===== config.mk =====
export PLATFORM = sky130hd
export DESIGN_NAME = core_ex_alu_arb_flat
export DESIGN_NICKNAME = d
export VERILOG_FILES = /design/src/rtl/core_ex_alu_arb_if.sv /design/src/rtl/core_ex_alu_arb.sv /design/src/flat_wrapper.sv
export SDC_FILE = /design/constraint.sdc
export NUM_CORES = 1
export LEC_CHECK = 0
export CORE_AREA = 2 2 122 124
export CTS_CLUSTER_SIZE = 28
export DETAILED_ROUTE_END_ITERATION = 7
export DIE_AREA = 0 0 124 126
export PLACE_DENSITY = 0.62
export SETUP_SLACK_MARGIN = 0.15
export SYNTH_ARGS = -nofsm -noshare
export SYNTH_HDL_FRONTEND = slang
export SYNTH_SLANG_ARGS = --single-unit

===== constraint.sdc =====
create_clock -name clk -period 5.95 [get_ports clk]
set_input_delay 1.19 -clock clk [delete_from_list [all_inputs] [get_ports clk]]
set_output_delay 1.19 -clock clk [all_outputs]
set_load 0.01 [all_outputs]

===== src/rtl/core_ex_alu_arb_if.sv =====
// Bundle of request, response and shared-ALU signals between the EX-stage
// requesters, the external ALU and the ALU arbiter.
interface core_ex_alu_arb_if #(
    parameter int DATA_WIDTH = 32
);
    logic                  flush;

    logic                  p0_req_valid;
    logic                  p0_req_ready;
    logic [3:0]            p0_alu_op;
    logic [DATA_WIDTH-1:0] p0_op1;
    logic [DATA_WIDTH-1:0] p0_op2;
    logic                  p0_rsp_valid;
    logic                  p0_rsp_ready;
    logic [DATA_WIDTH-1:0] p0_rsp_data;

    logic                  p1_req_valid;
    logic                  p1_req_ready;
    logic [3:0]            p1_alu_op;
    logic [DATA_WIDTH-1:0] p1_op1;
    logic [DATA_WIDTH-1:0] p1_op2;
    logic                  p1_rsp_valid;
    logic                  p1_rsp_ready;
    logic [DATA_WIDTH-1:0] p1_rsp_data;

    logic [3:0]            alu_op;
    logic [DATA_WIDTH-1:0] alu_op1;
    logic [DATA_WIDTH-1:0] alu_op2;
    logic [DATA_WIDTH-1:0] alu_res;

    logic                  busy;

    // Requesters plus the ALU itself: everything the arbiter does not drive.
    modport master (
        output flush,
        output p0_req_valid, p0_alu_op, p0_op1, p0_op2, p0_rsp_ready,
        input  p0_req_ready, p0_rsp_valid, p0_rsp_data,
        output p1_req_valid, p1_alu_op, p1_op1, p1_op2, p1_rsp_ready,
        input  p1_req_ready, p1_rsp_valid, p1_rsp_data,
        input  alu_op, alu_op1, alu_op2,
        output alu_res,
        input  busy
    );

    modport slave (
        input  flush,
        input  p0_req_valid, p0_alu_op, p0_op1, p0_op2, p0_rsp_ready,
        output p0_req_ready, p0_rsp_valid, p0_rsp_data,
        input  p1_req_valid, p1_alu_op, p1_op1, p1_op2, p1_rsp_ready,
        output p1_req_ready, p1_rsp_valid, p1_rsp_data,
        output alu_op, alu_op1, alu_op2,
        input  alu_res,
        output busy
    );
endinterface


===== src/rtl/core_ex_alu_arb.sv =====
// Two-port arbiter for the shared EX-stage ALU: picks one request per cycle,
// buffers the result in a single entry and guarantees port-1 forward progress.
module core_ex_alu_arb #(
    parameter int DATA_WIDTH = 32,
    parameter int STARVE_MAX = 4
) (
    input logic              clk,
    input logic              rst_n,
    core_ex_alu_arb_if.slave bus
);
    localparam logic [0:0] ST_EMPTY   = 1'b0;
    localparam logic [0:0] ST_FULL    = 1'b1;
    localparam logic [2:0] STARVE_LIM = 3'(STARVE_MAX);

    logic [0:0]            state;
    logic                  buf_owner;
    logic [DATA_WIDTH-1:0] buf_data;
    logic [2:0]            starve_cnt;

    logic buf_valid;
    logic p0_eff;
    logic gnt0;
    logic gnt1;
    logic drain;
    logic flush_kill;
    logic space;
    logic acc0;
    logic acc1;

    // A flush frees a p0-owned entry, which lets p1 land in the same cycle.
    always_comb begin
        buf_valid  = (state == ST_FULL);
        p0_eff     = bus.p0_req_valid & ~bus.flush;
        gnt1       = bus.p1_req_valid & (~p0_eff | (starve_cnt == STARVE_LIM));
        gnt0       = p0_eff & ~gnt1;
        drain      = buf_valid & (buf_owner ? bus.p1_rsp_ready : bus.p0_rsp_ready);
        flush_kill = buf_valid & ~buf_owner & bus.flush;
        space      = ~buf_valid | drain | flush_kill;
        acc0       = gnt0 & space;
        acc1       = gnt1 & space;
    end

    always_comb begin
        bus.alu_op  = 4'd0;
        bus.alu_op1 = '0;
        bus.alu_op2 = '0;
        if (gnt1) begin
            bus.alu_op  = bus.p1_alu_op;
            bus.alu_op1 = bus.p1_op1;
            bus.alu_op2 = bus.p1_op2;
        end else if (gnt0) begin
            bus.alu_op  = bus.p0_alu_op;
            bus.alu_op1 = bus.p0_op1;
            bus.alu_op2 = bus.p0_op2;
        end
    end

    always_ff @(posedge clk or negedge rst_n) begin
        if (!rst_n) begin
            state     <= ST_EMPTY;
            buf_owner <= 1'b0;
            buf_data  <= '0;
        end else if (acc0 | acc1) begin
            state     <= ST_FULL;
            buf_owner <= acc1;
            buf_data  <= bus.alu_res;
        end else if (drain | flush_kill) begin
            state     <= ST_EMPTY;
        end
    end

    // Any cycle p1 asks and is not taken counts, including back-pressure.
    always_ff @(posedge clk or negedge rst_n) begin
        if (!rst_n) begin
            starve_cnt <= 3'd0;
        end else if (!bus.p1_req_valid || acc1) begin
            starve_cnt <= 3'd0;
        end else if (starve_cnt != STARVE_LIM) begin
            starve_cnt <= starve_cnt + 3'd1;
        end
    end

    assign bus.p0_req_ready = acc0;
    assign bus.p1_req_ready = acc1;
    assign bus.p0_rsp_valid = buf_valid & ~buf_owner;
    assign bus.p1_rsp_valid = buf_valid & buf_owner;
    assign bus.p0_rsp_data  = (buf_valid & ~buf_owner) ? buf_data : '0;
    assign bus.p1_rsp_data  = (buf_valid & buf_owner) ? buf_data : '0;
    assign bus.busy         = buf_valid;
endmodule


===== src/flat_wrapper.sv =====
// flat-port wrapper written by rule: the top's interface ports become plain ports
module core_ex_alu_arb_flat 
#(
    parameter int DATA_WIDTH = 32,
    parameter int STARVE_MAX = 4
)
  (clk, rst_n, bus_flush, bus_p0_req_valid, bus_p0_alu_op, bus_p0_op1, bus_p0_op2, bus_p0_rsp_ready, bus_p0_req_ready, bus_p0_rsp_valid, bus_p0_rsp_data, bus_p1_req_valid, bus_p1_alu_op, bus_p1_op1, bus_p1_op2, bus_p1_rsp_ready, bus_p1_req_ready, bus_p1_rsp_valid, bus_p1_rsp_data, bus_alu_op, bus_alu_op1, bus_alu_op2, bus_alu_res, bus_busy);
  core_ex_alu_arb_if #(.DATA_WIDTH(DATA_WIDTH)) bus_i ();
  input logic clk;
  input logic rst_n;
  input wire logic [$bits(bus_i.flush)-1:0] bus_flush;
  input wire logic [$bits(bus_i.p0_req_valid)-1:0] bus_p0_req_valid;
  input wire logic [$bits(bus_i.p0_alu_op)-1:0] bus_p0_alu_op;
  input wire logic [$bits(bus_i.p0_op1)-1:0] bus_p0_op1;
  input wire logic [$bits(bus_i.p0_op2)-1:0] bus_p0_op2;
  input wire logic [$bits(bus_i.p0_rsp_ready)-1:0] bus_p0_rsp_ready;
  output wire logic [$bits(bus_i.p0_req_ready)-1:0] bus_p0_req_ready;
  output wire logic [$bits(bus_i.p0_rsp_valid)-1:0] bus_p0_rsp_valid;
  output wire logic [$bits(bus_i.p0_rsp_data)-1:0] bus_p0_rsp_data;
  input wire logic [$bits(bus_i.p1_req_valid)-1:0] bus_p1_req_valid;
  input wire logic [$bits(bus_i.p1_alu_op)-1:0] bus_p1_alu_op;
  input wire logic [$bits(bus_i.p1_op1)-1:0] bus_p1_op1;
  input wire logic [$bits(bus_i.p1_op2)-1:0] bus_p1_op2;
  input wire logic [$bits(bus_i.p1_rsp_ready)-1:0] bus_p1_rsp_ready;
  output wire logic [$bits(bus_i.p1_req_ready)-1:0] bus_p1_req_ready;
  output wire logic [$bits(bus_i.p1_rsp_valid)-1:0] bus_p1_rsp_valid;
  output wire logic [$bits(bus_i.p1_rsp_data)-1:0] bus_p1_rsp_data;
  output wire logic [$bits(bus_i.alu_op)-1:0] bus_alu_op;
  output wire logic [$bits(bus_i.alu_op1)-1:0] bus_alu_op1;
  output wire logic [$bits(bus_i.alu_op2)-1:0] bus_alu_op2;
  input wire logic [$bits(bus_i.alu_res)-1:0] bus_alu_res;
  output wire logic [$bits(bus_i.busy)-1:0] bus_busy;
  assign bus_i.flush = bus_flush;
  assign bus_i.p0_req_valid = bus_p0_req_valid;
  assign bus_i.p0_alu_op = bus_p0_alu_op;
  assign bus_i.p0_op1 = bus_p0_op1;
  assign bus_i.p0_op2 = bus_p0_op2;
  assign bus_i.p0_rsp_ready = bus_p0_rsp_ready;
  assign bus_p0_req_ready = bus_i.p0_req_ready;
  assign bus_p0_rsp_valid = bus_i.p0_rsp_valid;
  assign bus_p0_rsp_data = bus_i.p0_rsp_data;
  assign bus_i.p1_req_valid = bus_p1_req_valid;
  assign bus_i.p1_alu_op = bus_p1_alu_op;
  assign bus_i.p1_op1 = bus_p1_op1;
  assign bus_i.p1_op2 = bus_p1_op2;
  assign bus_i.p1_rsp_ready = bus_p1_rsp_ready;
  assign bus_p1_req_ready = bus_i.p1_req_ready;
  assign bus_p1_rsp_valid = bus_i.p1_rsp_valid;
  assign bus_p1_rsp_data = bus_i.p1_rsp_data;
  assign bus_alu_op = bus_i.alu_op;
  assign bus_alu_op1 = bus_i.alu_op1;
  assign bus_alu_op2 = bus_i.alu_op2;
  assign bus_i.alu_res = bus_alu_res;
  assign bus_busy = bus_i.busy;
  core_ex_alu_arb #(.DATA_WIDTH(DATA_WIDTH), .STARVE_MAX(STARVE_MAX)) u_core (.clk(clk), .rst_n(rst_n), .bus(bus_i));
endmodule

[After elaboration in Yosys (flattened, before gate mapping)]
Index checks and enable logic that the tools add are counted.
Storage, ports and cells
  word-level logic and storage cells: 43
  output and inout bits: 137
  bits in registers: 37
  input bits: 175
Operators by class
  multiplexer cells: 13
  bitwise operators: 19
  equal/unequal tests: 2
  reduce and logical (&&, ||, !) cells: 4
  $add $sub $neg: 1
Operators with widths (number)
  $mux 32: 6
  $and 1x1->1: 9
  $mux 4: 2
  $mux 3: 2
  $not 1->1: 5
  $or 1x1->1: 5
  $reduce_bool 2->1: 2
  $add 3x1->3 const B: 1
  $eq 3x3->1 const B: 1
  $mux 1: 3
  $ne 3x3->1 const B: 1
  $logic_not 1->1: 1
  $logic_or 1x1->1: 1

[Depth between registers and ports, before layout]
Gate-level depths: netlist of the first run.
  word-level depth: 10
  gate-level depth with buffers: 8
  mapped depth without buffers: 6

[Worst setup path after synthesis of the first run]
OpenSTA, ideal clock, no wires.
  path type: input to output
  from: input bus_p0_req_valid
  to: output bus_alu_op1[0]
  data arrival time: 2060 ps
  stages: 4
  data required time: 4760 ps
  buffers on the path: 1
  setup slack: 2700 ps
  path through: nor2b_1 > a21boi_1 > buf_2 > a22o_1
On the way
  cells in the longest elaborated chain, start to end: 8
RTL lines
  from (decl): line flat_wrapper.sv:12  | input wire logic [$bits(bus_i.p0_req_valid)-1:0] bus_p0_req_valid;
  $and 1x1->1 *: line core_ex_alu_arb.sv:33  | p0_eff = bus.p0_req_valid & ~bus.flush;
  $not 1->1: line core_ex_alu_arb.sv:34  | gnt1 = bus.p1_req_valid & (~p0_eff | (starve_cnt == STARVE_LIM));
  $or 1x1->1: line core_ex_alu_arb.sv:34
  $and 1x1->1: line core_ex_alu_arb.sv:34
  $not 1->1: line core_ex_alu_arb.sv:35  | gnt0 = p0_eff & ~gnt1;
  $and 1x1->1: line core_ex_alu_arb.sv:35
  $mux 32: line core_ex_alu_arb.sv:51  | end else if (gnt0) begin
  $mux 32 *: line core_ex_alu_arb.sv:47  | if (gnt1) begin
  to (decl): line flat_wrapper.sv:29  | output wire logic [$bits(bus_i.alu_op1)-1:0] bus_alu_op1;
Every way passes the cells marked *; elsewhere a longest branch is shown, timed or not.

[Final worst setup path of the first run]
  from: input bus_p1_req_valid
  to: output bus_alu_op[0]
On the way
  cells in the longest elaborated chain, start to end: 5
RTL lines
  from (decl): line flat_wrapper.sv:20  | input wire logic [$bits(bus_i.p1_req_valid)-1:0] bus_p1_req_valid;
  $and 1x1->1 *: line core_ex_alu_arb.sv:34
  $not 1->1: line core_ex_alu_arb.sv:35
  $and 1x1->1: line core_ex_alu_arb.sv:35
  $mux 4: line core_ex_alu_arb.sv:51
  $mux 4 *: line core_ex_alu_arb.sv:47
  to (decl): line flat_wrapper.sv:28  | output wire logic [$bits(bus_i.alu_op)-1:0] bus_alu_op;
Marks and branches as above.

==> results of run 1 <==
==> cells in the mapped netlist <==
master / number
and3_1: 32
o21ai_4: 2
a21boi_1: 1
o21a_1: 1
nand2_1: 4
xnor2_1: 1
a21oi_2: 1
nor2b_1: 2
ha_1: 2
nor3_1: 1
or3_1: 1
mux2_2: 2
nand2b_1: 1
nor2_1: 5
dfrtp_1: 37
a21oi_1: 2
a22o_1: 68
nor3_2: 1
buf_6: 5
buf_2: 14
nor2b_4: 1
and2_1: 36
inv_1: 2
clkbuf_1: 9
mux2_4: 30
o21ai_0: 1
==> cells by family (layout without fill, tap and decap cells) <==
group                    after synthesis  after routing  share of synthesized area, %
AO/OA/AOI/OAI                         76             76                          24.0
buffers and inverters                 30            325                          6.03
adder cells (fa/ha/maj)                2              2                         0.900
XOR/XNOR                               1              1                         0.315
AND/OR/NAND/NOR                       84             84                          18.5
multiplexers                          32             32                          17.0
flip-flops                            37             37                          33.3
other                                  0              1                             0
==> placed cells by master (no fill, tap or decap), types with 2 or more instances in the layout <==
master,Yosys,layout
nand2_1,4,4
buf_4,0,2
o21ai_4,2,2
dfrtp_1,37,37
clkdlybuf4s50_1,0,310
and2_1,36,36
a21oi_1,2,2
mux2_4,30,30
inv_1,2,2
ha_1,2,2
buf_12,0,2
clkbuf_16,0,5
clkinv_2,0,2
and3_1,32,32
mux2_2,2,2
nor2_1,5,5
nor2b_1,2,2
a22o_1,68,68
==> power groups by stage <==
| stage | clock network (mW) | registers [mW] | logic [mW] |
|---|---|---|---|
| 6_report | 0.255 | 0.357 | 0.689 |
| 5_1_grt | 0.280 | 0.368 | 0.738 |
| 4_1_cts | 0.267 | 0.357 | 0.697 |
| 3_5_place_dp | 0 | 0.362 | 0.692 |
| 3_3_place_gp | 0 | 0.358 | 0.688 |
| 2_1_floorplan | 0 | 0.329 | 0.319 |
==> stage by stage <==
stage	setup slack, ns	utilization [%]	hold slack (ns)
CTS	1.17	43.1	0.521
global placement	1.19	42.1	0.500
floorplan	2.70	-	0.486
detailed placement	1.17	42.1	0.507
finish	1.16	43.2	0.521
global route	1.03	43.2	0.539
==> flip-flops by register name (all words and copies together) (netlist names) <==
| name | cells |
|---|---|
| u_core.starve_cnt | 3 |
| u_core.bus.busy | 1 |
| u_core.buf_owner | 1 |
| u_core.buf_data | 32 |
==> final timing paths <==
kind	start	slack, ns	end
worst max-delay path	bus_p1_req_valid	1.16	bus_alu_op[0]
worst min-delay path	u_core.buf_data[27]	0.52	u_core.buf_data[27]
worst max register to register	u_core.buf_owner	3.41	u_core.buf_data[26]
worst min register to register	u_core.buf_data[27]	0.52	u_core.buf_data[27]
max in group asynchronous	rst_n	4.40	u_core.buf_data[11]
min in group asynchronous	rst_n	1.02	u_core.buf_data[16]
==> layout make-up <==
type	count	area [um2]	share of cell area, %
Inverter	2	7.51	0.122
Sequential cell	37	926	15.0
Antenna cell	1	2.50	0.0405
Timing Repair Buffer	315	3160	51.2
Tap cell	184	230	3.73
Clock inverter	3	17.5	0.284
Multi-Input combinational cell	195	1710	27.6
Clock buffer	5	125	2.03
==> per-layer routing <==
metal	wire (um)	part of all wire, %
met1	5020	37
met2	7110	52
met3	1240	9.1
met4	225	1.7
met5	11	0.081
==> worst max-delay path, cell delays in order <==
cell	delay [ns]
clkdlybuf4s50_1	0.63
a21boi_4	0.72
buf_12	0.30
a22o_1	0.17
clkdlybuf4s50_1	0.57
==> results.yml, run 1 <==
power:
  finalPower_mw: 1.30
  clockPowerShare_pct: 19.6
  p_leak_nw: 2.57
  irDropWorstVdd_v: 0.0000898
  switchingPower_uw: 394
  power.density_nw_per_um2: 211
  p_comb_share_pct: 53.0
  power.internal_uw: 907
  swShare_pct: 30.3
  p_seq_share_pct: 27.4
global_routing:
  grt_most_used_layer: "met2"
  antenna_found_initial: 2
  grt_overflow: 0
  grt_use_met1_pct: 18.2
  gr-usage-all-layers_pct: 16.4
  grt_pass1_vias: 3428
  grt_first_pass_wirelength_um: 19500
  use_met3_pct: 4.66
  grt_util_met2_pct: 30.5
  grt_max_degree: 43
clock_network:
  clk_pin_slew_ns: 0.06
  cts_buffers: 5
  ctsResizeCount: 0
  cts_max_level: 2
  cts_buffer_depth: 2
  cts_setup_buffers: 0
  postCtsHoldBufs: 0
  cts_tree: "done"
  insertion_delay_ns: 0.28
  root_buffer: "clkbuf_16"
  cts.sinks: 37
routing:
  vias: 3288
  drt.antenna.violating_nets: 0
  wirelength_um: 13600
  drc: 0
  vias_per_cell: 4.43
  firstDrtPassIters: 4
  wl_per_cell_um: 18.3
  first_iter_violations: 103
timing:
  worst_pin_slew_ns: 0.973
  slew_viol_final: 0
  fin_tns_setup_ns: 0
  hold_viol_final: 0
  fin_skew_ns: 0.00166
  grt_setup_unrepaired: "no"
  max-slew-margin-rel_pct: 35.1
  period_needed_ns: 4.79
  setup_viol: 0
  layout_worst_path_cycle_share_pct: 80.5
  fmax_mhz: 209
place:
  placed_cells: 733
  gp_congestion: 0.811
  dp_hpwl_um: 11100
  dpl-instance-area_um2: 6030
  port_buffers: 311
logic_synthesis:
  yosysTopAreaCell: "dfrtp_1"
  ys_seq_area_share_pct: 33.3
  netlist_area_um2: 2780
  ys_ff_latch: 37
  synth_cell_types: 26
  ys_warn_count: 0
  syn_area_per_cell_um2: 10.6
  syn_inst: 262
  ys_top_cells_by_area: "dfrtp_1 (33%), a22o_1 (21%), mux2_4 (16%)"
  synthesis.nets: 439
  synth_top_area_share_pct: 33.3
setup_path:
  crit_required_ns: 4.76
  path_class: "primary input to output port"
  rr_worst_depth: 5
  start_kind: "primary input"
  worstPathMaxFanout: 42
  cp-end-kind: "output port"
  worstPathArrival_ns: 3.60
floorplanning:
  coreArea_um2: 14300
  start_util_pct: 19.4
  rows: 44
  dieHeight_um: 126
  die_w_um: 124
  io_pins: 312
  dieArea_um2: 15600
finish:
  drive_above_1_share_pct: 9.16
  fin_area_um2: 6180
  fillCellCount: 1396
  nets: 733
  area_growth_pct: 122
  final_cells: 742
hold_path:
  hold_path_depth: 1
  hp-class: "register to register"
run_status:
  outcome: "complete, no violations"
run:
  maxCapViolCount: 0
No activity file was read; power rests on OpenSTA's default activity.
==> run 2, diff against run 1 <==
Settings changed: PLACE_DENSITY 0.62 to 0.65.
Clock period 5.95 ns to 4.1 ns, I/O delays scaled along.
==> run 2 against run 1 <==
Effect of this change: largest cell class unchanged; critical endpoint is now bus_alu_op1[11]; die area unchanged; clock skew grew 0.0019 ns; first-iteration DRC count rose by 20%; global-route usage up 0.96 points; core utilization grew 0.27 points; via count up 0.40%; hold slack hardly changed.
==> results.yml, run 2 (synthesis gave the netlist of run 1 again) <==
setup_path:
  crit_required_ns: 3.28
  cp_slowest_cell: "clkdlybuf4s50_1"
  worstPathMaxFanout: 70
  max_stage_delay_ns: 0.63
  path_cells: "clkdlybuf4s50_1, a21boi_4, buf_12, a22o_1, clkdlybuf4s50_1"
  path_class: "primary input to output port"
  start_kind: "primary input"
  worstPathArrival_ns: 2.84
  cp-end-kind: "output port"
  critPathMostFrequentCell: "clkdlybuf4s50_1"
run:
  maxCapViolCount: 0
routing:
  vias: 3301
  drc: 0
  drt.antenna.violating_nets: 0
  wl_per_cell_um: 19.1
  first_iter_violations: 124
  firstDrtPassIters: 4
  wirelength_um: 14300
  vias_per_cell: 4.42
floorplanning:
  io_pins: 312
  dieHeight_um: 126
  coreArea_um2: 14300
  die_w_um: 124
  dieArea_um2: 15600
  rows: 44
  start_util_pct: 19.4
power:
  irDropWorstVdd_v: 0.000131
  clockPowerShare_pct: 19.9
  finalPower_mw: 1.91
  power.density_nw_per_um2: 308
  swShare_pct: 30.6
  p_comb_share_pct: 53.9
  p_leak_nw: 2.59
  switchingPower_uw: 585
  power.internal_mw: 1.33
  p_seq_share_pct: 26.2
hold_path:
  hp-class: "register to register"
timing:
  max-slew-margin-rel_pct: 42.8
  hold_viol_final: 0
  slew_viol_final: 0
  grt_setup_unrepaired: "no"
  fmax_mhz: 273
  worst_pin_slew_ns: 0.858
  setup_viol: 0
  fin_skew_ns: 0.00359
  fin_tns_setup_ns: 0
  period_needed_ns: 3.66
  timing.final.ws_setup_ns: 0.441
  layout_worst_path_cycle_share_pct: 89.2
finish:
  fin_area_um2: 6220
  area_growth_pct: 124
  final_cells: 746
  layout_common_cells: "clkdlybuf4s50_1 (310), a22o_1 (68), dfrtp_1 (37)"
  top_regs: "u_core.buf_data x32, u_core.starve_cnt x3"
  largest_reg_flops: 32
  layout_commonest_cell: "clkdlybuf4s50_1"
  fillCellCount: 1411
  nets: 735
  top_register: "u_core.buf_data"
  drive_above_1_share_pct: 9.66
clock_network:
  cts_setup_buffers: 0
  cts_max_level: 2
  cts_tree: "done"
  insertion_delay_ns: 0.28
  postCtsHoldBufs: 0
  cts.sinks: 37
  cts_buffers: 5
  cts_buffer_depth: 2
  ctsResizeCount: 0
  clk_pin_slew_ns: 0.06
  root_buffer: "clkbuf_16"
place:
  dpl-instance-area_um2: 6060
  dp_hpwl_um: 11600
  port_buffers: 311
  gp_congestion: 0.973
  placed_cells: 735
  pre_cts_ws_ns: 0.431
global_routing:
  grt_max_degree: 71
  grt_pass1_vias: 3503
  antenna_found_initial: 3
  grt_overflow: 0
  gr-usage-all-layers_pct: 17.4
  grt_first_pass_wirelength_um: 20400
run_status:
  outcome: "complete, no violations"
-- run 2: changes by cell type in the layout (fill, tap and decap cells not counted), sizes merged --
cell    previous run  this run
diode              1         3
inv                2         3
buf                5         7
clkinv             2         1
-- run 2: metrics by stage --
| stage | util, % | hold slack, ns |
|---|---|---|
| 3_5_place_dp | 42.4 | 0.506 |
| 6_report | 43.4 | 0.522 |
| 2_1_floorplan | - | 0.486 |
| 4_1_cts | 43.4 | 0.524 |
| 5_1_grt | 43.4 | 0.543 |
| 3_3_place_gp | 42.4 | 0.500 |
-- run 2: routing by layer --
metal	GRT usage, %	vias to the layer above	wire, um
met2	31.2	180	7380
met1	19.6	1534	5320
met4	5.75	0	306
li1	-	1572	-
met5	0	-	0
met3	4.89	15	1250
-- run 2: worst max-delay path, delay by kind of cell --
kind	cells	cell delay, ns
AO/OA/AOI/OAI	2	0.50
buffers and inverters	3	1.46
-- run 2: path summary, 6_finish.rpt --
check / end / startpoint / slack, ns / cells past startpoint
worst max-delay path: bus_alu_op1[11] / bus_p1_req_valid / 0.44 / 5
worst min-delay path: u_core.buf_data[17] / u_core.buf_data[17] / 0.52 / 1
worst max register to register: u_core.buf_data[26] / u_core.buf_owner / 2.16 / 5
worst min register to register: u_core.buf_data[17] / u_core.buf_data[17] / 0.52 / 1
max in group asynchronous: u_core.buf_data[6] / rst_n / 2.91 / 1
min in group asynchronous: u_core.buf_data[0] / rst_n / 0.65 / 1
-- run 2: final cells by class --
class	count	area, um2	area share, %
antenna	3	7.51	0.121
clock buffer	5	125	2.01
clock inverter	3	21.3	0.342
inverter	2	7.51	0.121
multi-input combinational	195	1710	27.5
sequential	37	926	14.9
tap	184	230	3.70
timing repair buffer	317	3190	51.3
-- run 2: power by group through the flow --
stage | Sequential, mW | Combinational [mW] | Clock [mW]
floorplan | 0.477 | 0.463 | 0
global placement | 0.500 | 1.03 | 0
detailed placement | 0.505 | 1.04 | 0
CTS | 0.500 | 1.05 | 0.401
global route | 0.511 | 1.11 | 0.414
finish | 0.501 | 1.03 | 0.381
==> run 3, diff against run 2 <==
--- a/config.mk
+++ b/config.mk
@@ -13,2 +13,3 @@
 export SETUP_SLACK_MARGIN = 0.15
+export SLEW_MARGIN = 20
 export SYNTH_ARGS = -nofsm -noshare
--- a/constraint.sdc
+++ b/constraint.sdc
@@ -3,2 +3,2 @@
 set_output_delay 0.82 -clock clk [all_outputs]
-set_load 0.01 [all_outputs]
+set_load 0.1 [all_outputs]
==> run 3 against run 2 <==
Effect of this change: sequential share of layout area fell by 1.9 points; via count is 0.42% higher; count of clock-buffer cells in the layout up 1; die area stayed put; clock skew increased by 0.0044 ns; register-to-register slack worse by 0.63 ns; largest cell class unchanged.
==> results.yml, run 3 (synthesis gave the netlist of run 1 again) <==
finish:
  layout_common_cells: "clkdlybuf4s50_1 (173), buf_12 (104), a22o_1 (68)"
  top_register: "u_core.buf_data"
  top_regs: "u_core.buf_data x32, u_core.starve_cnt x3"
  drive_above_1_share_pct: 33.9
  layout_commonest_cell: "clkdlybuf4s50_1"
  multi_input_area_um2: 1710
  fin_area_um2: 7130
  seq_area_um2: 926
  nets: 734
  final_cells: 745
  fillCellCount: 1260
  area_growth_pct: 157
  largest_reg_flops: 32
setup_path:
  critPathLaunch: "bus_p1_req_valid"
  r2r-end: "u_core.buf_data[6]"
  start_kind: "primary input"
  cp_num_buf_inv: 3
  path_class: "primary input to output port"
  worstPathArrival_ns: 2.90
  cp_top_family: "buffers and inverters"
  max_stage_delay_ns: 0.64
  worstPathMaxFanout: 68
  cp-end-kind: "output port"
  cp_num_cells: 5
  setup.worst_path.end: "bus_alu_op1[16]"
  r2r_slack_ns: 1.53
  crit_required_ns: 3.28
  cp_slowest_cell: "clkdlybuf4s50_1"
  rr_worst_depth: 5
  r2r-start: "u_core.buf_owner"
  path_cells: "clkdlybuf4s50_1, a21boi_4, buf_4, a22o_1, buf_12"
clock_network:
  cts_tree: "done"
  clk_pin_slew_ns: 0.05
  cts.sinks: 37
  ctsResizeCount: 0
  root_buffer: "clkbuf_16"
  cts_setup_buffers: 0
  cts_buffers: 5
  cts_buffer_depth: 2
  postCtsHoldBufs: 0
  insertion_delay_ns: 0.28
  cts_max_level: 2
place:
  placed_cells: 734
  port_buffers: 311
  dpl-instance-area_um2: 6970
  dp_hpwl_um: 12000
  gp_congestion: 0.809
routing:
  vias: 3315
  wl_per_cell_um: 19.1
  first_iter_violations: 181
  drt.antenna.violating_nets: 0
  firstDrtPassIters: 4
  drc: 0
  wirelength_um: 14200
  vias_per_cell: 4.45
run:
  maxCapViolCount: 0
floorplanning:
  coreArea_um2: 14300
  die_w_um: 124
  dieArea_um2: 15600
  rows: 44
  start_util_pct: 19.4
  dieHeight_um: 126
  io_pins: 312
timing:
  period_needed_ns: 3.72
  grt_setup_unrepaired: "no"
  slew_viol_final: 0
  fin_skew_ns: 0.00801
  fin_tns_setup_ns: 0
  worst_pin_slew_ns: 0.947
  hold_viol_final: 0
  max-slew-margin-rel_pct: 36.8
  setup_viol: 0
  fmax_mhz: 269
  layout_worst_path_cycle_share_pct: 90.7
power:
  irDropWorstVdd_v: 0.000250
  p_leak_nw: 3.16
  power.density_nw_per_um2: 480
hold_path:
  hp-class: "register to register"
  min-delay-start: "u_core.buf_data[7]"
global_routing:
  grt_overflow: 0
  grt_pass1_vias: 3480
  grt_first_pass_wirelength_um: 20800
  gr-usage-all-layers_pct: 17.5
  grt_max_degree: 69
  antenna_found_initial: 3
run_status:
  outcome: "complete, no violations"
## run 3: layout make-up
class	count	share of cell area (%)
multi-input combinational	195	23.9
antenna	3	0.105
clock inverter	2	0.193
clock buffer	6	1.95
tap	184	3.23
inverter	2	0.105
timing repair buffer	316	57.5
sequential	37	13.0
## run 3: worst min path at each step
stage / slack [ns] / cells after the start / to
4_1_cts: 0.52 / 1 / u_core.buf_data[30]
3_3_place_gp: 0.50 / 1 / u_core.buf_data[27]
6_report: 0.52 / 1 / u_core.buf_data[7]
2_1_floorplan: 0.49 / 1 / u_core.buf_data[26]
3_5_place_dp: 0.50 / 1 / u_core.buf_data[30]
5_1_grt: 0.55 / 1 / u_core.buf_data[7]
## run 3: report_power, final
part           switching [mW]  internal [mW]  leakage (nW)
sequential             0.0725          0.437         0.436
clock                   0.142          0.241        0.0769
combinational            1.65          0.874          2.64
total                    1.87           1.55          3.16
## run 3: per-stage QoR
| step | power [mW] | setup WS, ns | utilization (%) | hold WS, ns |
|---|---|---|---|---|
| 2_1_floorplan | 2.18 | 0.517 | - | 0.486 |
| 3_3_place_gp | 3.03 | 0.470 | 48.7 | 0.504 |
| 3_5_place_dp | 3.05 | 0.432 | 48.7 | 0.503 |
| 4_1_cts | 3.45 | 0.429 | 49.8 | 0.521 |
| 5_1_grt | 3.54 | 0.294 | 49.8 | 0.548 |
| 6_report | 3.42 | 0.380 | 49.8 | 0.518 |
## run 3: per-layer routing
| metal | track usage (%) | share of wire, % |
|---|---|---|
| met1 | 17.9 | 34 |
| met2 | 32.5 | 54 |
| met3 | 6.48 | 10 |
| met4 | 5.29 | 1.5 |
| met5 | 0 | 0 |
